[config.mk]
export PLATFORM = sky130hd
export DESIGN_NAME = mult_add_seq_flat
export DESIGN_NICKNAME = d
export VERILOG_FILES = /design/src/rtl/mult_add_seq_if.sv /design/src/rtl/mult_add_seq.sv /design/src/flat_wrapper.sv
export SDC_FILE = /design/constraint.sdc
export NUM_CORES = 2
export LEC_CHECK = 0
export CAP_MARGIN = 40
export CORE_UTILIZATION = 35
export DETAILED_ROUTE_END_ITERATION = 8
export MAX_ROUTING_LAYER = met4
export PLACE_DENSITY = 0.56
export SYNTH_ARGS = -nofsm -noshare
export SYNTH_HDL_FRONTEND = slang
export SYNTH_SLANG_ARGS = --single-unit
[constraint.sdc]
create_clock -name clk -period 8.2 [get_ports clk]
set_input_delay 1.64 -clock clk [delete_from_list [all_inputs] [get_ports clk]]
set_output_delay 1.64 -clock clk [all_outputs]
set_load 0.1 [all_outputs]
[src/rtl/mult_add_seq_if.sv]
// mult_add_seq_if
// Bundles the job control, operand stream and result stream of the
// dot-product sequencer.
//   master : drives start/len, operand beats (in_valid, a1, a2, b1, b2)
//            and out_ready; observes in_ready, out_valid, out_data,
//            out_ovf and busy.
//   slave  : the sequencer side (mirror of master).
interface mult_add_seq_if #(
  parameter int DATA_WIDTH = 20,
  parameter int LEN_W      = 5
);
  logic                         start;
  logic        [LEN_W-1:0]      len;
  logic                         in_valid;
  logic                         in_ready;
  logic signed [DATA_WIDTH-1:0] a1;
  logic signed [DATA_WIDTH-1:0] a2;
  logic signed [DATA_WIDTH-1:0] b1;
  logic signed [DATA_WIDTH-1:0] b2;
  logic                         out_valid;
  logic                         out_ready;
  logic signed [DATA_WIDTH-1:0] out_data;
  logic                         out_ovf;
  logic                         busy;

  modport master (
    output start, len, in_valid, a1, a2, b1, b2, out_ready,
    input  in_ready, out_valid, out_data, out_ovf, busy
  );

  modport slave (
    input  start, len, in_valid, a1, a2, b1, b2, out_ready,
    output in_ready, out_valid, out_data, out_ovf, busy
  );
endinterface

[src/rtl/mult_add_seq.sv]
// mult_add_seq
// Dot-product sequencer around one fixed-point dual multiply-add.
// Each accepted operand beat contributes a1*a2 + b1*b2 (products floored
// to DATA_WIDTH bits at the FRAC binary point, summed with wrap) into a
// wrapping accumulator; the result is returned over a valid/ready
// handshake with a sticky signed-overflow flag.
// Ports:
//   clk  : clock, rising edge
//   rst  : asynchronous active-high reset
//   bus  : mult_add_seq_if.slave (start/len, operand stream,
//          result stream, busy)
module mult_add_seq #(
  parameter int DATA_WIDTH = 20,
  parameter int FRAC       = 16,
  parameter int LEN_W      = 5
) (
  input  logic          clk,
  input  logic          rst,
  mult_add_seq_if.slave bus
);

  typedef enum logic [1:0] {
    IDLE  = 2'd0,
    RUN   = 2'd1,
    FLUSH = 2'd2,
    DONE  = 2'd3
  } state_t;

  // Signed product floored at the binary point: taking the bit slice of
  // the two's complement product is floor division by 2^FRAC.
  function automatic logic signed [DATA_WIDTH-1:0] trunc_mul(
    input logic signed [DATA_WIDTH-1:0] x,
    input logic signed [DATA_WIDTH-1:0] y
  );
    logic signed [2*DATA_WIDTH-1:0] p;
    p = x * y;
    return p[FRAC +: DATA_WIDTH];
  endfunction

  // Signed overflow of a wrapping add: operands agree in sign, sum does not.
  function automatic logic add_ovf(
    input logic signed [DATA_WIDTH-1:0] x,
    input logic signed [DATA_WIDTH-1:0] y,
    input logic signed [DATA_WIDTH-1:0] s
  );
    return (x[DATA_WIDTH-1] == y[DATA_WIDTH-1]) &&
           (s[DATA_WIDTH-1] != x[DATA_WIDTH-1]);
  endfunction

  state_t                       state;
  logic        [LEN_W-1:0]      remaining;
  logic                         vld_p0;
  logic signed [DATA_WIDTH-1:0] term_p0;
  logic signed [DATA_WIDTH-1:0] acc_p1;
  logic                         ovf;
  logic                         out_valid_r;
  logic                         busy_r;

  logic                         accept;
  logic signed [DATA_WIDTH-1:0] term_calc;
  logic signed [DATA_WIDTH-1:0] acc_sum;

  assign bus.in_ready  = (state == RUN);
  assign accept        = bus.in_valid && (state == RUN);
  assign term_calc     = trunc_mul(bus.a1, bus.a2) + trunc_mul(bus.b1, bus.b2);
  assign acc_sum       = acc_p1 + term_p0;

  assign bus.out_valid = out_valid_r;
  assign bus.out_data  = acc_p1;
  assign bus.out_ovf   = ovf;
  assign bus.busy      = busy_r;

  // Stage p0: term register, loaded only on an accepted beat
  always_ff @(posedge clk) begin
    if (accept) begin
      term_p0 <= term_calc;
    end
  end

  // Stage p1: accumulate pending term; sequencing FSM
  always_ff @(posedge clk or posedge rst) begin
    if (rst) begin
      state       <= IDLE;
      remaining   <= '0;
      vld_p0      <= 1'b0;
      acc_p1      <= '0;
      ovf         <= 1'b0;
      out_valid_r <= 1'b0;
      busy_r      <= 1'b0;
    end else begin
      if (vld_p0) begin
        acc_p1 <= acc_sum;
        if (add_ovf(acc_p1, term_p0, acc_sum)) begin
          ovf <= 1'b1;
        end
      end
      case (state)
        IDLE: begin
          if (bus.start) begin
            acc_p1 <= '0;
            ovf    <= 1'b0;
            vld_p0 <= 1'b0;
            busy_r <= 1'b1;
            if (bus.len == '0) begin
              state       <= DONE;
              out_valid_r <= 1'b1;
            end else begin
              remaining <= bus.len;
              state     <= RUN;
            end
          end
        end
        RUN: begin
          vld_p0 <= accept;
          if (accept) begin
            remaining <= remaining - LEN_W'(1);
            if (remaining == LEN_W'(1)) begin
              state <= FLUSH;
            end
          end
        end
        FLUSH: begin
          vld_p0      <= 1'b0;
          state       <= DONE;
          out_valid_r <= 1'b1;
        end
        DONE: begin
          if (bus.out_ready) begin
            state       <= IDLE;
            out_valid_r <= 1'b0;
            busy_r      <= 1'b0;
          end
        end
        default: state <= IDLE;
      endcase
    end
  end

endmodule

[src/flat_wrapper.sv]
// flat-port wrapper written by rule: the top's interface ports become plain ports
module mult_add_seq_flat 
#(
  parameter int DATA_WIDTH = 20,
  parameter int FRAC       = 16,
  parameter int LEN_W      = 5
)
  (clk, rst, bus_start, bus_len, bus_in_valid, bus_a1, bus_a2, bus_b1, bus_b2, bus_out_ready, bus_in_ready, bus_out_valid, bus_out_data, bus_out_ovf, bus_busy);
  mult_add_seq_if #(.DATA_WIDTH(DATA_WIDTH), .LEN_W(LEN_W)) bus_i ();
  input  logic clk;
  input  logic rst;
  input wire logic [$bits(bus_i.start)-1:0] bus_start;
  input wire logic [$bits(bus_i.len)-1:0] bus_len;
  input wire logic [$bits(bus_i.in_valid)-1:0] bus_in_valid;
  input wire logic [$bits(bus_i.a1)-1:0] bus_a1;
  input wire logic [$bits(bus_i.a2)-1:0] bus_a2;
  input wire logic [$bits(bus_i.b1)-1:0] bus_b1;
  input wire logic [$bits(bus_i.b2)-1:0] bus_b2;
  input wire logic [$bits(bus_i.out_ready)-1:0] bus_out_ready;
  output wire logic [$bits(bus_i.in_ready)-1:0] bus_in_ready;
  output wire logic [$bits(bus_i.out_valid)-1:0] bus_out_valid;
  output wire logic [$bits(bus_i.out_data)-1:0] bus_out_data;
  output wire logic [$bits(bus_i.out_ovf)-1:0] bus_out_ovf;
  output wire logic [$bits(bus_i.busy)-1:0] bus_busy;
  assign bus_i.start = bus_start;
  assign bus_i.len = bus_len;
  assign bus_i.in_valid = bus_in_valid;
  assign bus_i.a1 = bus_a1;
  assign bus_i.a2 = bus_a2;
  assign bus_i.b1 = bus_b1;
  assign bus_i.b2 = bus_b2;
  assign bus_i.out_ready = bus_out_ready;
  assign bus_in_ready = bus_i.in_ready;
  assign bus_out_valid = bus_i.out_valid;
  assign bus_out_data = bus_i.out_data;
  assign bus_out_ovf = bus_i.out_ovf;
  assign bus_busy = bus_i.busy;
  mult_add_seq #(.DATA_WIDTH(DATA_WIDTH), .FRAC(FRAC), .LEN_W(LEN_W)) u_core (.clk(clk), .rst(rst), .bus(bus_i));
endmodule
==> reports/metrics.yaml <==
floorplanning:
  num_rows: 108
  die_area_um2: 88870
  pin_count: 114
  die_y_um: 298.1
  initial_core_util_pct: 35.37
  dieWidth_um: 298.1
  core_um2: 86750
critical_path:
  critPathLaunchType: "primary input"
  cp_data_required_time_ns: 8.26
  r2r-start: "u_core.bus.out_data[0]"
  path_class: "primary input to register"
  cp-startpoint: "bus_b2[2]"
  cp_slowest_cell: "fa_1"
  critPathCaptureType: "register"
  crit_path_max_incr_delay_ns: 0.57
  crit_fanout: 4
  critPathMostFrequentCell: "fa_1"
  cp.arrival_ns: 9.23
sta:
  setup_viol: 14
  max_freq_mhz: 109.1
  hold_viol: 0
  post-route-min-period_ns: 9.169
  maxSlewViolCount: 0
  fin_skew_ns: 0.01574
  worst_slew_pin_slew_ns: 0.7260
  slew-limit-headroom_pct: 51.60
  fin_ws_ns: -0.9691
  rsz0062_at_grt: "true"
  period_share_pct: 111.8
min_path:
  hp-class: "register to register"
  hold_start: "u_core.bus.out_ovf"
synth:
  ys.flop_type: "dfrtp_1"
  synth_common_cells: "801 x inv_1, 766 x fa_1, 465 x and2_1"
  synth_cells: 3295
  post-synth-top-count-cell: "inv_1"
  avgSynthCellArea_um2: 9.314
  synth_top_area_share_pct: 49.97
  synth_cell_type_count: 62
  netlist_top_cells_area: "fa_1 50%, ha_1 9.9%, inv_1 9.8%, and2_1 9.5%, nand2_1 3.9%"
  syn-num-nets: 4393
  seq_area_frac_synth_pct: 4.485
  yosysWarnings: 0
  synth.largest_area_cell: "fa_1"
  ys_async_sr_fraction_pct: 60.78
  syn_area_um2: 30690
  synth_edf_count: 20
  ys_ff_latch: 51
drt:
  drt_pre_antenna_iters: 6
  wirelength_mm: 74.44
  num_vias: 22050
  ant_nets: 0
  wl_per_cell_um: 15.29
  drtIter0Drc: 819
  vias_per_cell: 4.529
  drc: 0
cells_and_area:
  antennaDiodeCount: 0
  design_area_um2: 37680
  nets: 4812
  area_growth_pct: 22.77
  drive_gt1_share_pct: 17.74
  fillers: 8532
cts:
  cts_made_buffers: 5
  cts-root-buf: "clkbuf_16"
  h-tree-depth: 2
  ctsLongestPathBuffers: 2
  clk_pin_slew_worst_paths_ns: 0.07
  cts_tree: "done"
  clk_latency_ns: 0.31
  cts_hold_buf: 0
  cts.sinks: 51
outcome:
  outcome: "finished, violations left"
  violations: "negative setup slack"
global_route:
  grt_max_degree: 32
  grt_pass1_wl_mm: 126.1
  grt_pass1_vias: 24330
  grt_overflow: 0
  antenna_found_initial: 0
  grt_usage_pct: 18.07
placement:
  port_buffers: 113
  hpwlAfterDp_mm: 66.55
  gp_congestion: 0.8629
  placed_area_um2: 36490
flow_run:
  cap_violations: 0
==> per-layer routing <==
metal	global-route usage, %	part of all wire, %
met1	24.80	47
met2	30.15	49
met3	0.9480	2.5
met4	2.698	1.6
met5	-	0
==> placed cells by master, fill, tap and decap left out, types with 22 or more instances in the layout <==
cell             netlist  routed
dfrtp_1               31      31
and2_1               465     440
nand2b_1              22      22
clkdlybuf4s50_1        0      67
and2_4                 0      25
a21oi_1               46      30
xnor2_1               90      81
ha_1                 242     225
buf_6                  0      33
fa_1                 766     751
o21ai_0               37      26
inv_1                801     791
nand2_1              320     317
nor2_1                95      82
buf_4                  0     385
==> worst paths after layout <==
kind | to | slack (ns) | cells past startpoint
min in group asynchronous | u_core.bus.out_valid | 1.74 | 3
setup / recovery | u_core.term_p0[19] | -0.97 | 36
hold / removal | u_core.bus.out_ovf | 0.51 | 2
setup reg to reg | u_core.bus.out_data[18] | 4.86 | 13
max in group asynchronous | u_core.remaining[3] | 6.13 | 3
hold reg to reg | u_core.bus.out_ovf | 0.51 | 2
==> flip-flops by register name (all words and copies together), names as in the netlist <==
register              cells
u_core.bus.out_data      20
u_core.term_p0           20
u_core.remaining          5
u_core.state              2
u_core.bus.busy           1
u_core.bus.out_ovf        1
u_core.bus.out_valid      1
u_core.vld_p0             1
==> metrics by stage <==
step                setup TNS [ns]  util (%)  cells  hold WS [ns]  setup WS (ns)
floorplan                   -3.811         -   3295        0.4995        -0.7811
global placement            -21.33     41.44   4804        0.4879         -1.713
finish                      -8.747     43.43   4870        0.5121        -0.9691
CTS                         -9.991     42.90   4862        0.5106         -1.076
global route                -13.31     43.43   4870        0.5585         -1.317
detailed placement          -22.48     42.06   4829        0.4909         -1.794
==> critical path: cells and delay by family <==
family / cells / cell delay (ns)
adder cells (fa/ha/maj): 9 / 4.14
XOR/XNOR: 2 / 0.27
AO/OA/AOI/OAI: 11 / 1.93
buffers and inverters: 7 / 0.51
AND/OR/NAND/NOR: 7 / 0.74
==> logic make-up (layout without fill, tap and decap cells) <==
family                     Yosys count  in the layout  share of synthesized area, %
muxes                               18             18                        0.5912
DFF                                 51             51                         4.485
adders and majority gates         1008           1008                         59.84
xor gates and xnor gates           108            108                         3.082
buffers and inverters              957           1377                         11.71
and+or+nand+nor                    973            973                         16.37
AOI/OAI and AO/OA                  180            180                         3.930
==> cell type report <==
cell class	instances	area [µm²]	area share (%)
Timing Repair Buffer	567	5115	13.58
Clock buffer	5	125.1	0.3321
Sequential cell	51	1376	3.653
Inverter	802	3010	7.990
Multi-Input combinational cell	2287	26580	70.54
Tap cell	1155	1445	3.836
Clock inverter	3	26.28	0.06974
==> what timing repair did <==
| action | CTS | global route |
|---|---|---|
| setup buffers | 25 | 13 |
| pin swaps | 95 | 108 |
| setup endpoints to repair | 19 | 17 |
| gates resized for setup | 180 | 161 |
| gates cloned | 0 | 0 |
Power is left out: the tool's default activity adds up to more than one toggle a clock period on the data nets, which glitch-free logic cannot reach.
